$ cat src/rtl/pc_redirect_unit.sv
// Fetch PC sequencer with predict-not-taken redirect, halt hold and a saturating
// redirect counter. All outputs are decoded from registered state.
module pc_redirect_unit (
  input  logic       clk,
  input  logic       rst,
  input  logic       stall,
  input  logic [3:0] insLen,
  input  logic       haltF,
  input  logic       jmpFlag,
  input  logic [7:0] jmpTarget,
  output logic [7:0] pc,
  output logic       fetchValid,
  output logic       flushD,
  output logic       flushE,
  output logic [7:0] redirCount,
  output logic       halted
);

  typedef enum logic [1:0] {
    RUN   = 2'd0,
    REDIR = 2'd1,
    HALT  = 2'd2
  } state_t;

  state_t     state, stateNext;
  logic [7:0] pcNext;
  logic [7:0] redirCountNext;

  // A zero length is treated as one byte so sequential fetch can never stick.
  function automatic logic [7:0] nextSeqPc(input logic [7:0] cur, input logic [3:0] len);
    logic [7:0] step;
    step = (len == 4'd0) ? 8'd1 : {4'd0, len};
    return cur + step;
  endfunction

  function automatic logic [7:0] satInc(input logic [7:0] cnt);
    return (cnt == 8'hFF) ? 8'hFF : cnt + 8'd1;
  endfunction

  always_comb begin
    stateNext      = state;
    pcNext         = pc;
    redirCountNext = redirCount;
    case (state)
      RUN: begin
        if (jmpFlag) begin
          pcNext         = jmpTarget;
          stateNext      = REDIR;
          redirCountNext = satInc(redirCount);
        end else if (stall) begin
          stateNext = RUN;
        end else if (haltF) begin
          stateNext = HALT;
        end else begin
          pcNext = nextSeqPc(pc, insLen);
        end
      end
      REDIR: begin
        stateNext = RUN;
      end
      HALT: begin
        // A jump resolving while halted means the halt was on the wrong path.
        if (jmpFlag) begin
          pcNext         = jmpTarget;
          stateNext      = REDIR;
          redirCountNext = satInc(redirCount);
        end
      end
      default: begin
        stateNext = RUN;
      end
    endcase
  end

  always_ff @(posedge clk or posedge rst) begin
    if (rst) begin
      state      <= RUN;
      pc         <= 8'h00;
      redirCount <= 8'h00;
    end else begin
      state      <= stateNext;
      pc         <= pcNext;
      redirCount <= redirCountNext;
    end
  end

  assign fetchValid = (state == RUN);
  assign flushD     = (state == REDIR);
  assign flushE     = (state == REDIR);
  assign halted     = (state == HALT);

endmodule

$ cat config.mk
export PLATFORM = sky130hd
export DESIGN_NAME = pc_redirect_unit
export DESIGN_NICKNAME = d
export VERILOG_FILES = /design/src/rtl/pc_redirect_unit.sv
export SDC_FILE = /design/constraint.sdc
export NUM_CORES = 1
export LEC_CHECK = 0
export ABC_AREA = 0
export CAP_MARGIN = 5
export CORE_MARGIN = 5
export CORE_UTILIZATION = 45
export CTS_BUF_LIST = sky130_fd_sc_hd__clkbuf_8
export CTS_CLUSTER_DIAMETER = 80
export DETAILED_ROUTE_END_ITERATION = 10
export HOLD_SLACK_MARGIN = 0.15
export PLACE_DENSITY = 0.84
export SYNTH_ARGS = -nofsm -noshare
export SYNTH_HDL_FRONTEND = slang
export SYNTH_SLANG_ARGS = --single-unit
$ cat constraint.sdc
create_clock -name clk -period 3.5 [get_ports clk]
set_input_delay 0.7 -clock clk [delete_from_list [all_inputs] [get_ports clk]]
set_output_delay 0.7 -clock clk [all_outputs]
set_load 0.01 [all_outputs]
==> flow_summary_export.csv <==
group,metric,value,unit
clocking,ctsHtreeMaxLevel,1,
global_route,grt_pass1_vias,1016,
synth,synthCells,124,
power,internal_power,0.563,mW
synth,yosysTopAreaCell,"dfrtp_1",
die,start_util,46.2,%
run,maxCapViolCount,0,
drt,drc,0,
drt,drt-vias-per-instance,5.43,
drt,drtAntennaViolNets,0,
clocking,cts_buffer_depth,2,
placement,port_buffers,36,
drt,routedWlPerCell,14.2,um
power,power.leakage,0.663,nW
global_route,overflow,0,
power,switching_power,0.301,mW
placement,preCtsSetupSlack,543,ps
die,die_h,59.7,um
setup_path,reg2reg_depth,5,
synth,synth-seq-cells,18,
die,ios,37,
sta,fin_ws,802,ps
sta,final_max_slew_viol_count,0,
drt,drt_iter0_drc,17,
setup_path,critical_path_class,"in -> reg",
die,dieArea,3570,um^2
setup_path,critPathArrivalTime,2860,ps
synth,synth_edf_count,0,
synth,yosys_warnings,0,
sta,relSlewSlack,54.6,%
clocking,post_cts_buffers,0,
synth,netlist.area_leader.share,40.5,%
clocking,cts_resized,0,
global_route,grt_usage,16.9,%
global_route,antenna_found_initial,0,
power,vdd_drop_max,394,uV
synth,synth.top_cells.by_area,"dfrtp_1 40%, ha_1 5.6%, nand2_1 4.4%",
sta,max_freq,371,MHz
setup_path,reg2reg_from,"pc[1]",
power,combPwrFrac,41.0,%
placement,finalWeightedCongestion,0.821,
clocking,clock_sinks,18,
finish,layout.nets,182,
setup_path,crit_fanout,4,
sta,finalSetupTns,0,ps
hold_path,min_path_type,"reg -> reg",
sta,finalHoldViolCount,0,
power,clkPwrFrac,19.7,%
finish,diodes,0,
hold_path,whs_path_depth,1,
setup_path,required,3670,ps
sta,skew,2.41,ps
global_route,grt_start_max_net_pins,19,
clocking,cts_tree,"yes",
synth,seq_area_frac_synth,40.5,%
clocking,path_clk_slew,70,ps
synth,ys_types,43,
hold_path,hold_start,"redirCount[0]",
die,floorplan.rows,18,
global_route,grt_pass1_wl,4.56,mm
clocking,cts_root_buf,"clkbuf_8",
finish,drive_above_1_share,5.70,%
setup_path,cp-end-kind,"register",
synth,ys.flop_type,"dfrtp_1",
sta,setup_violations,0,
power,seqPwrFrac,39.4,%
die,coreArea,2410,um^2
power,cellPowerDensity,565,nW/um^2
setup_path,timing.rr.end,"pc[7]",
sta,fin_crit,2700,ps
die,die-width,59.7,um
power,power,0.863,mW
clocking,cts-buffers-inserted,3,
sta,rsz0062_at_grt,"no",
synth,synth_area,1110,um^2
drt,routed_wl,2.67,mm
sta,post-route-period-util,77.1,%
setup_path,cp-startpoint,"insLen[1]",
drt,drt_pass1_iterations,4,
synth,syn-num-nets,147,
hold_path,holdPathEnd,"redirCount[0]",
clocking,clkLatencyLatePin,250,ps
setup_path,crit_path_start_kind,"primary input",
sta,worst_slew_pin_slew,680,ps
drt,num_vias,1020,
placement,hpwl,2.07,mm
synth,synthArstFlopShare,100,%
placement,placed_cell_area,1470,um^2
finish,fin_area,1530,um^2
setup_path,rrSetupSlack,1580,ps
synth,avgSynthCellArea,8.97,um^2
clocking,hold_buffers,0,
power,swShare,34.8,%
outcome,status,"complete, no violations",
finish,fill_cells,214,
finish,syn_to_final_growth,37.5,%
==> cell families (layout without fill, tap and decap cells) <==
group	after synthesis	count (layout)	share of synthesized area (%)
fa+ha+maj	6	6	7.42
xor+xnor	4	4	3.15
compound gates	30	30	17.4
mux	2	2	1.91
flops	18	18	40.5
buf+inv	14	48	5.96
simple gates	50	50	23.6
==> power groups by stage <==
| stage | logic (mW) | clock network [mW] | registers [mW] |
|---|---|---|---|
| finish | 0.354 | 0.170 | 0.340 |
| global route | 0.392 | 0.184 | 0.352 |
| CTS | 0.359 | 0.172 | 0.340 |
| detailed placement | 0.356 | 0 | 0.341 |
| global placement | 0.348 | 0 | 0.339 |
| floorplan | 0.163 | 0 | 0.355 |
==> critical path, stage by stage <==
cell and delay, ps:
clkdlybuf4s50_1 450, nor3_1 200, or2_2 140, ha_1 160
inv_1 60, fa_1 380, nand2b_1 160, a21oi_1 250
a311oi_1 150, a211oi_1 220
==> per-layer routing <==
| metal | vias to the layer above | global-route usage, % | wire length (um) |
|---|---|---|---|
| li1 | 510 | - | - |
| met2 | 28 | 27.6 | 1260 |
| met5 | - | 0 | 0 |
| met1 | 477 | 22.6 | 1210 |
| met3 | 5 | 3.02 | 149 |
| met4 | 0 | 5.70 | 42 |
==> cells in the mapped netlist, types with 2 or more instances <==
library cell	n
dfrtp_1	18
o21ai_0	6
and3_1	4
xor2_1	4
inv_1	7
ha_1	5
nor2b_1	2
nand2_1	13
nand3_1	2
nor3_1	6
nand2b_1	3
nand4_1	2
clkbuf_1	2
a311oi_1	2
a21oi_1	9
buf_2	2
nor2_1	8
a211oi_1	4
==> sequential cells by signal, indices dropped and copies added (netlist names) <==
name,count
state,2
pc,8
redirCount,8
==> cells in the final DEF (no fill, tap or decap), types with 2 or more instances in the layout <==
| cell type | instances |
|---|---|
| a211oi_1 | 4 |
| a21oi_1 | 9 |
| a311oi_1 | 2 |
| and3_1 | 4 |
| clkbuf_8 | 4 |
| clkdlybuf4s50_1 | 36 |
| dfrtp_1 | 18 |
| ha_1 | 5 |
| inv_1 | 7 |
| nand2_1 | 13 |
| nand2b_1 | 3 |
| nand3_1 | 2 |
| nand4_1 | 2 |
| nor2_1 | 8 |
| nor2b_1 | 2 |
| nor3_1 | 6 |
| o21ai_0 | 6 |
| xor2_1 | 4 |
==> final cells by class <==
class	instances	area [um^2]	share of cell area (%)
clock buffers	4	55.1	3.60
inverters	8	30.0	1.96
multi-input cells	92	596	39.0
flip-flops and latches	18	450	29.5
well taps	30	37.5	2.45
repair buffers	36	360	23.6
==> worst max-delay path by stage <==
stage             to  slack (ps)  cells after the start
6_report       pc[6]         800                     10
3_3_place_gp   pc[6]         680                     10
2_1_floorplan  pc[6]        1220                      9
4_1_cts        pc[7]         790                      8
5_1_grt        pc[6]         600                     10
3_5_place_dp   pc[6]         540                     10
==> metrics by stage <==
stage | util (%) | std cells | hold WS [ps]
6_report | 63.4 | 188 | 529
5_1_grt | 63.4 | 188 | 555
4_1_cts | 63.4 | 188 | 532
3_5_place_dp | 61.2 | 184 | 517
3_3_place_gp | 61.2 | 184 | 500
2_1_floorplan | - | 124 | 512
Power figures use the tool's default switching activity.
